### config.mk
export PLATFORM = sky130hd
export DESIGN_NAME = vga_timing_gen
export DESIGN_NICKNAME = d
export VERILOG_FILES = /design/src/rtl/vga_timing_gen.sv
export SDC_FILE = /design/constraint.sdc
export NUM_CORES = 1
export LEC_CHECK = 0
export BUFFER_PORTS_ARGS = -buffer_cell sky130_fd_sc_hd__buf_2
export CORE_ASPECT_RATIO = 0.75
export CORE_MARGIN = 2
export CORE_UTILIZATION = 48
export DETAILED_ROUTE_END_ITERATION = 6
export PLACE_DENSITY = 0.79
export SLEW_MARGIN = 10
export SYNTH_ARGS = -nofsm -noshare
export SYNTH_HDL_FRONTEND = slang
export SYNTH_SLANG_ARGS = --single-unit
### constraint.sdc
create_clock -name clk -period 2.3 [get_ports clk]
set_input_delay 0.23 -clock clk [delete_from_list [all_inputs] [get_ports clk]]
set_output_delay 0.23 -clock clk [all_outputs]
set_load 0.01 [all_outputs]
### src/rtl/vga_timing_gen.sv
// -----------------------------------------------------------------------------
// vga_timing_gen
//
// Raster timing generator and pixel output stage for a 1280x1024@60 VGA frame.
// Free-running x/y counters present the current coordinate to the colouring
// logic. The returned colour is blanked outside the visible area and
// registered together with hsync/vsync, so colour and syncs always reach the
// pins with the same one-clock latency. Frame-boundary pulses drive the game
// engine's generation stepping.
//
// Optional feature macro: VGA_STEP_DIV_EN
//   defined   : `step` pulses once every STEP_FRAMES frame ticks seen while
//               `run`=1. The frame count is held while `run`=0.
//   undefined : `step` is a registered copy of (frame_tick & run).
//
// Ports
//   clk          in   pixel clock (single domain)
//   reset_n      in   synchronous, active-low reset
//   run          in   enables generation stepping
//   rgb_in       in   12-bit colour for the current x/y (combinational return)
//   x, y         out  horizontal / vertical counters (registered)
//   video_active out  x < H_VISIBLE && y < V_VISIBLE
//   vga_rgb      out  registered, blanked colour (R[11:8] G[7:4] B[3:0])
//   vga_hs       out  registered hsync, active level SYNC_POL
//   vga_vs       out  registered vsync, active level SYNC_POL
//   frame_tick   out  one-cycle pulse while on the last pixel of the frame
//   step         out  registered one-cycle generation-advance pulse
//
// Interface protocol: there is no valid/ready handshake. A coordinate is
// valid on every clock, and rgb_in must settle within that same cycle.
// -----------------------------------------------------------------------------
module vga_timing_gen #(
  parameter int   H_VISIBLE = 1280,
  parameter int   H_FRONT   = 48,
  parameter int   H_SYNC    = 112,
  parameter int   H_BACK    = 248,
  parameter int   V_VISIBLE = 1024,
  parameter int   V_FRONT   = 1,
  parameter int   V_SYNC    = 3,
  parameter int   V_BACK    = 38,
  parameter logic SYNC_POL  = 1'b1
`ifdef VGA_STEP_DIV_EN
  ,
  parameter int   STEP_FRAMES = 30
`endif
) (
  input  logic        clk,
  input  logic        reset_n,
  input  logic        run,
  input  logic [11:0] rgb_in,
  output logic [10:0] x,
  output logic [10:0] y,
  output logic        video_active,
  output logic [11:0] vga_rgb,
  output logic        vga_hs,
  output logic        vga_vs,
  output logic        frame_tick,
  output logic        step
);

  localparam int H_TOTAL = H_VISIBLE + H_FRONT + H_SYNC + H_BACK;
  localparam int V_TOTAL = V_VISIBLE + V_FRONT + V_SYNC + V_BACK;

  localparam logic [10:0] H_LAST   = 11'(H_TOTAL - 1);
  localparam logic [10:0] V_LAST   = 11'(V_TOTAL - 1);
  localparam logic [10:0] H_VIS    = 11'(H_VISIBLE);
  localparam logic [10:0] V_VIS    = 11'(V_VISIBLE);
  localparam logic [10:0] HS_START = 11'(H_VISIBLE + H_FRONT);
  localparam logic [10:0] HS_END   = 11'(H_VISIBLE + H_FRONT + H_SYNC);
  localparam logic [10:0] VS_START = 11'(V_VISIBLE + V_FRONT);
  localparam logic [10:0] VS_END   = 11'(V_VISIBLE + V_FRONT + V_SYNC);

  logic [10:0] r_x;
  logic [10:0] r_y;
  logic [11:0] r_rgb;
  logic        r_hs;
  logic        r_vs;
  logic        r_step;

  logic        w_x_last;
  logic        w_y_last;
  logic        w_active;
  logic        w_hs_on;
  logic        w_vs_on;
  logic        w_tick;

  // Decode of the current (registered) coordinate.
  always_comb begin
    w_x_last = (r_x == H_LAST);
    w_y_last = (r_y == V_LAST);
    w_active = (r_x < H_VIS) && (r_y < V_VIS);
    w_hs_on  = (r_x >= HS_START) && (r_x < HS_END);
    w_vs_on  = (r_y >= VS_START) && (r_y < VS_END);
    w_tick   = w_x_last && w_y_last;
  end

  // Raster counters: y advances only when x wraps.
  always_ff @(posedge clk) begin
    if (!reset_n) begin
      r_x <= '0;
      r_y <= '0;
    end else if (w_x_last) begin
      r_x <= '0;
      r_y <= w_y_last ? '0 : r_y + 11'd1;
    end else begin
      r_x <= r_x + 11'd1;
    end
  end

  // Output stage. Colour and syncs come from the same coordinate decode, so
  // they stay aligned at the pins.
  always_ff @(posedge clk) begin
    if (!reset_n) begin
      r_rgb <= '0;
      r_hs  <= ~SYNC_POL;
      r_vs  <= ~SYNC_POL;
    end else begin
      r_rgb <= w_active ? rgb_in : 12'h000;
      r_hs  <= w_hs_on ? SYNC_POL : ~SYNC_POL;
      r_vs  <= w_vs_on ? SYNC_POL : ~SYNC_POL;
    end
  end

`ifdef VGA_STEP_DIV_EN
  // A STEP_FRAMES of 1 would give a zero-width counter, so the width is
  // clamped to one bit.
  localparam int DIV_W = (STEP_FRAMES > 1) ? $clog2(STEP_FRAMES) : 1;
  localparam logic [DIV_W-1:0] DIV_LAST = DIV_W'(STEP_FRAMES - 1);

  logic [DIV_W-1:0] r_div;

  // Counts frame ticks seen while run=1. The tick that finds the counter at
  // its last value clears the counter and fires step on the next cycle.
  always_ff @(posedge clk) begin
    if (!reset_n) begin
      r_div  <= '0;
      r_step <= 1'b0;
    end else begin
      r_step <= 1'b0;
      if (w_tick && run) begin
        if (r_div == DIV_LAST) begin
          r_div  <= '0;
          r_step <= 1'b1;
        end else begin
          r_div <= r_div + 1'b1;
        end
      end
    end
  end
`else
  // One generation per frame.
  always_ff @(posedge clk) begin
    if (!reset_n) begin
      r_step <= 1'b0;
    end else begin
      r_step <= w_tick && run;
    end
  end
`endif

  assign x            = r_x;
  assign y            = r_y;
  assign video_active = w_active;
  assign vga_rgb      = r_rgb;
  assign vga_hs       = r_hs;
  assign vga_vs       = r_vs;
  assign frame_tick   = w_tick;
  assign step         = r_step;

endmodule

==> flow_summary.ini <==
[hold_path]
hold_path_end = vga_rgb[10]
worstHoldStart = rgb_in[10]
min_path_cells = 2
hp-class = in2reg

[synth]
synth.distinct_cells = 35
ys_ff_latch = 37
synth-edff-count = 0
synthesis.nets = 175
synth_area_per_cell_um2 = 9.65
yosys_warnings = 0
synth_top_area_frac = 0.489
synthArstFlopShare = 0
synthesis.area_mm2 = 0.00152
synth.most_common_cell = dfxtp_1
ys.flop_type = dfxtp_1
synth_cells = 157
synth.largest_area_cell = dfxtp_1
ys_top_cells_by_count = 37 x dfxtp_1, 22 x nor2_1, 19 x and3_1
ys_seq_area_frac = 0.489
synth_area_leaders = dfxtp_1 49%, and3_1 7.8%, nor2_1 5.5%, xnor2_1 4.6%, xor2_1 3.5%

[timing]
hold_viol = 0
rsz0062_at_grt = false
fin_tns_setup_ns = 0
post-route-min-period_ns = 1.88
finalCritPeriodShare = 0.819
holdWs_ns = 0.167
clock-skew-final_ns = 0.00510
slew_violations = 0
relSlewSlack = 0.701
fmax_mhz = 531
worstMarginPinSlew_ns = 0.448
finalSetupViolations = 0

[cells_and_area]
drive_gt1_frac = 0.326
syn_to_final_growth_pct = 27.3
layoutNonFillerInstCount = 253
nets = 232
fill_cells = 267
diodes = 0

[drt]
drt_iter0_drc = 65
drt_first_pass_iters = 4
wl_met2_um = 1400
wl_met3_um = 324
drt_wl_total_um = 3250
post-route-drc-count = 0
highest_layer = met4
drt-met1-wl_um = 1510
vias_per_cell = 5.23
wl_per_cell_um = 12.8
route.vias.total = 1322
drtAntennaViolNets = 0

[power_and_ir_drop]
total_power_mw = 1.29
power_density_mw_per_mm2 = 669
total_leakage_power_nw = 0.889
ir_drop_mv = 0.514

[grt]
gr-usage-all-layers = 0.207
overflow = 0
grt_start_max_net_pins = 20
grt_antenna_before_repair = 0
grt_pass1_wl_um = 5310
first_global_vias = 1163

[placed_design]
dp_cells = 245
place.gp.congestion = 0.824
portBuffers = 53
dp_hpwl_um = 2320

[clock_tree]
cts_inserted_buffers = 5
cts_tree = built
root_buffer = clkbuf_8
clock_sinks = 37
htreeDepth = 2
clk_pin_slew_ns = 0.07
hold_buffers = 0
clock_latency_ns = 0.29
postCtsResizedCells = 0
clk_path_buf_depth = 2
cts_setup_buffers = 0

[setup_path]
end_kind = primary output
r2r_cells = 5
worst_r2r_endpoint = y[10]
worstPathRequired_ns = 2.07
critical_path_arrival_ns = 1.65
r2r-start = y[0]
critPathMaxFanout = 7
ff2ff_setup_slack_ns = 0.51
startpoint_type = flip-flop
crit_type = reg2out

[flow_run]
max-cap-violations = 0

[floorplan]
initial_core_util = 0.509
die_w_um = 68.9
num_rows = 17
die_y_um = 52.7
fp.dieArea_mm2 = 0.00363
core-area_mm2 = 0.00298
ios = 54

[outcome]
status = complete, no violations
[cell usage in the layout, fill, tap and decap left out, drive strengths merged]
| cell type | synthesis | layout |
|---|---|---|
| dfxtp | 37 | 37 |
| nand4 | 8 | 8 |
| o21a | 1 | 1 |
| ha | 3 | 3 |
| nor4 | 2 | 2 |
| inv | 4 | 4 |
| or3 | 3 | 3 |
| or4 | 2 | 2 |
| nand3 | 6 | 6 |
| and3 | 20 | 20 |
| or2 | 1 | 1 |
| xor2 | 6 | 6 |
| nand2 | 8 | 8 |
| bufinv | 0 | 1 |
| nor2b | 1 | 1 |
| nor4bb | 1 | 1 |
| o311ai | 1 | 1 |
| o31ai | 2 | 2 |
| xnor2 | 8 | 8 |
| nor2 | 23 | 23 |
| and4bb | 1 | 1 |
| and4 | 3 | 3 |
| or3b | 1 | 1 |
| a21oi | 5 | 5 |
| a221oi | 1 | 1 |
| buf | 1 | 54 |
| a21boi | 1 | 1 |
| o21ai | 4 | 4 |
| clkbuf | 3 | 7 |
[metrics by stage]
stage          utilization  setup WS [ns]  instance area (um2)
2_1_floorplan            -          0.630                 1520
3_3_place_gp         0.609          0.628                 1810
3_5_place_dp         0.609          0.553                 1810
4_1_cts              0.648          0.399                 1930
5_1_grt              0.648          0.284                 1930
6_report             0.648          0.417                 1930
[power breakdown]
part           internal [mW]  leakage (nW)  switching [mW]
Clock                  0.353        0.0585           0.216
Combinational         0.0281         0.529          0.0297
Sequential             0.656         0.302         0.00743
[cell families after synthesis]
group,Yosys count,synth area share
adder cells (fa/ha/maj),3,0.0248
AO/OA/AOI/OAI,15,0.0636
buffers and inverters,8,0.0248
XOR/XNOR,14,0.0809
AND/OR/NAND/NOR,80,0.317
flip-flops,37,0.489
[worst max path at each step]
stage                     slack, ns  from          to  cells after the start
after global placement         0.63  y[0]       y[10]                      5
final                          0.42  x[0]  frame_tick                      5
after detailed placement       0.55  y[0]       y[10]                      5
after floorplan                0.63  y[0]       y[10]                      5
after global routing           0.28  y[7]  frame_tick                      4
after CTS                      0.40  x[0]  frame_tick                      5
[critical path: stages, from the launching register on]
cell and delay [ns]:
dfxtp_1 0.38, ha_1 0.23, and4bb_4 0.34, nand3_4 0.12, nor2_1 0.15, buf_2 0.15
[sequential cells by signal, indices dropped and copies added, names as in the netlist]
register,count
vga_rgb,12
vga_hs,1
y,11
x,11
step,1
vga_vs,1
[area by class of cell]
cell class              instances  area [um2]  area share
clock buffers                   7        86.3      0.0447
clock inverters                 1        30.0      0.0156
inverters                       4        15.0     0.00778
multi-input cells             112         737       0.382
flip-flops and latches         37         741       0.384
well taps                      38        47.5      0.0246
repair buffers                 54         273       0.141
[routing by layer]
layer | vias up | global-route usage
li1 | 670 | -
met2 | 62 | 0.284
met5 | - | 0
met4 | 0 | 0.0719
met3 | 2 | 0.108
met1 | 588 | 0.275
Power figures use the tool's default switching activity.
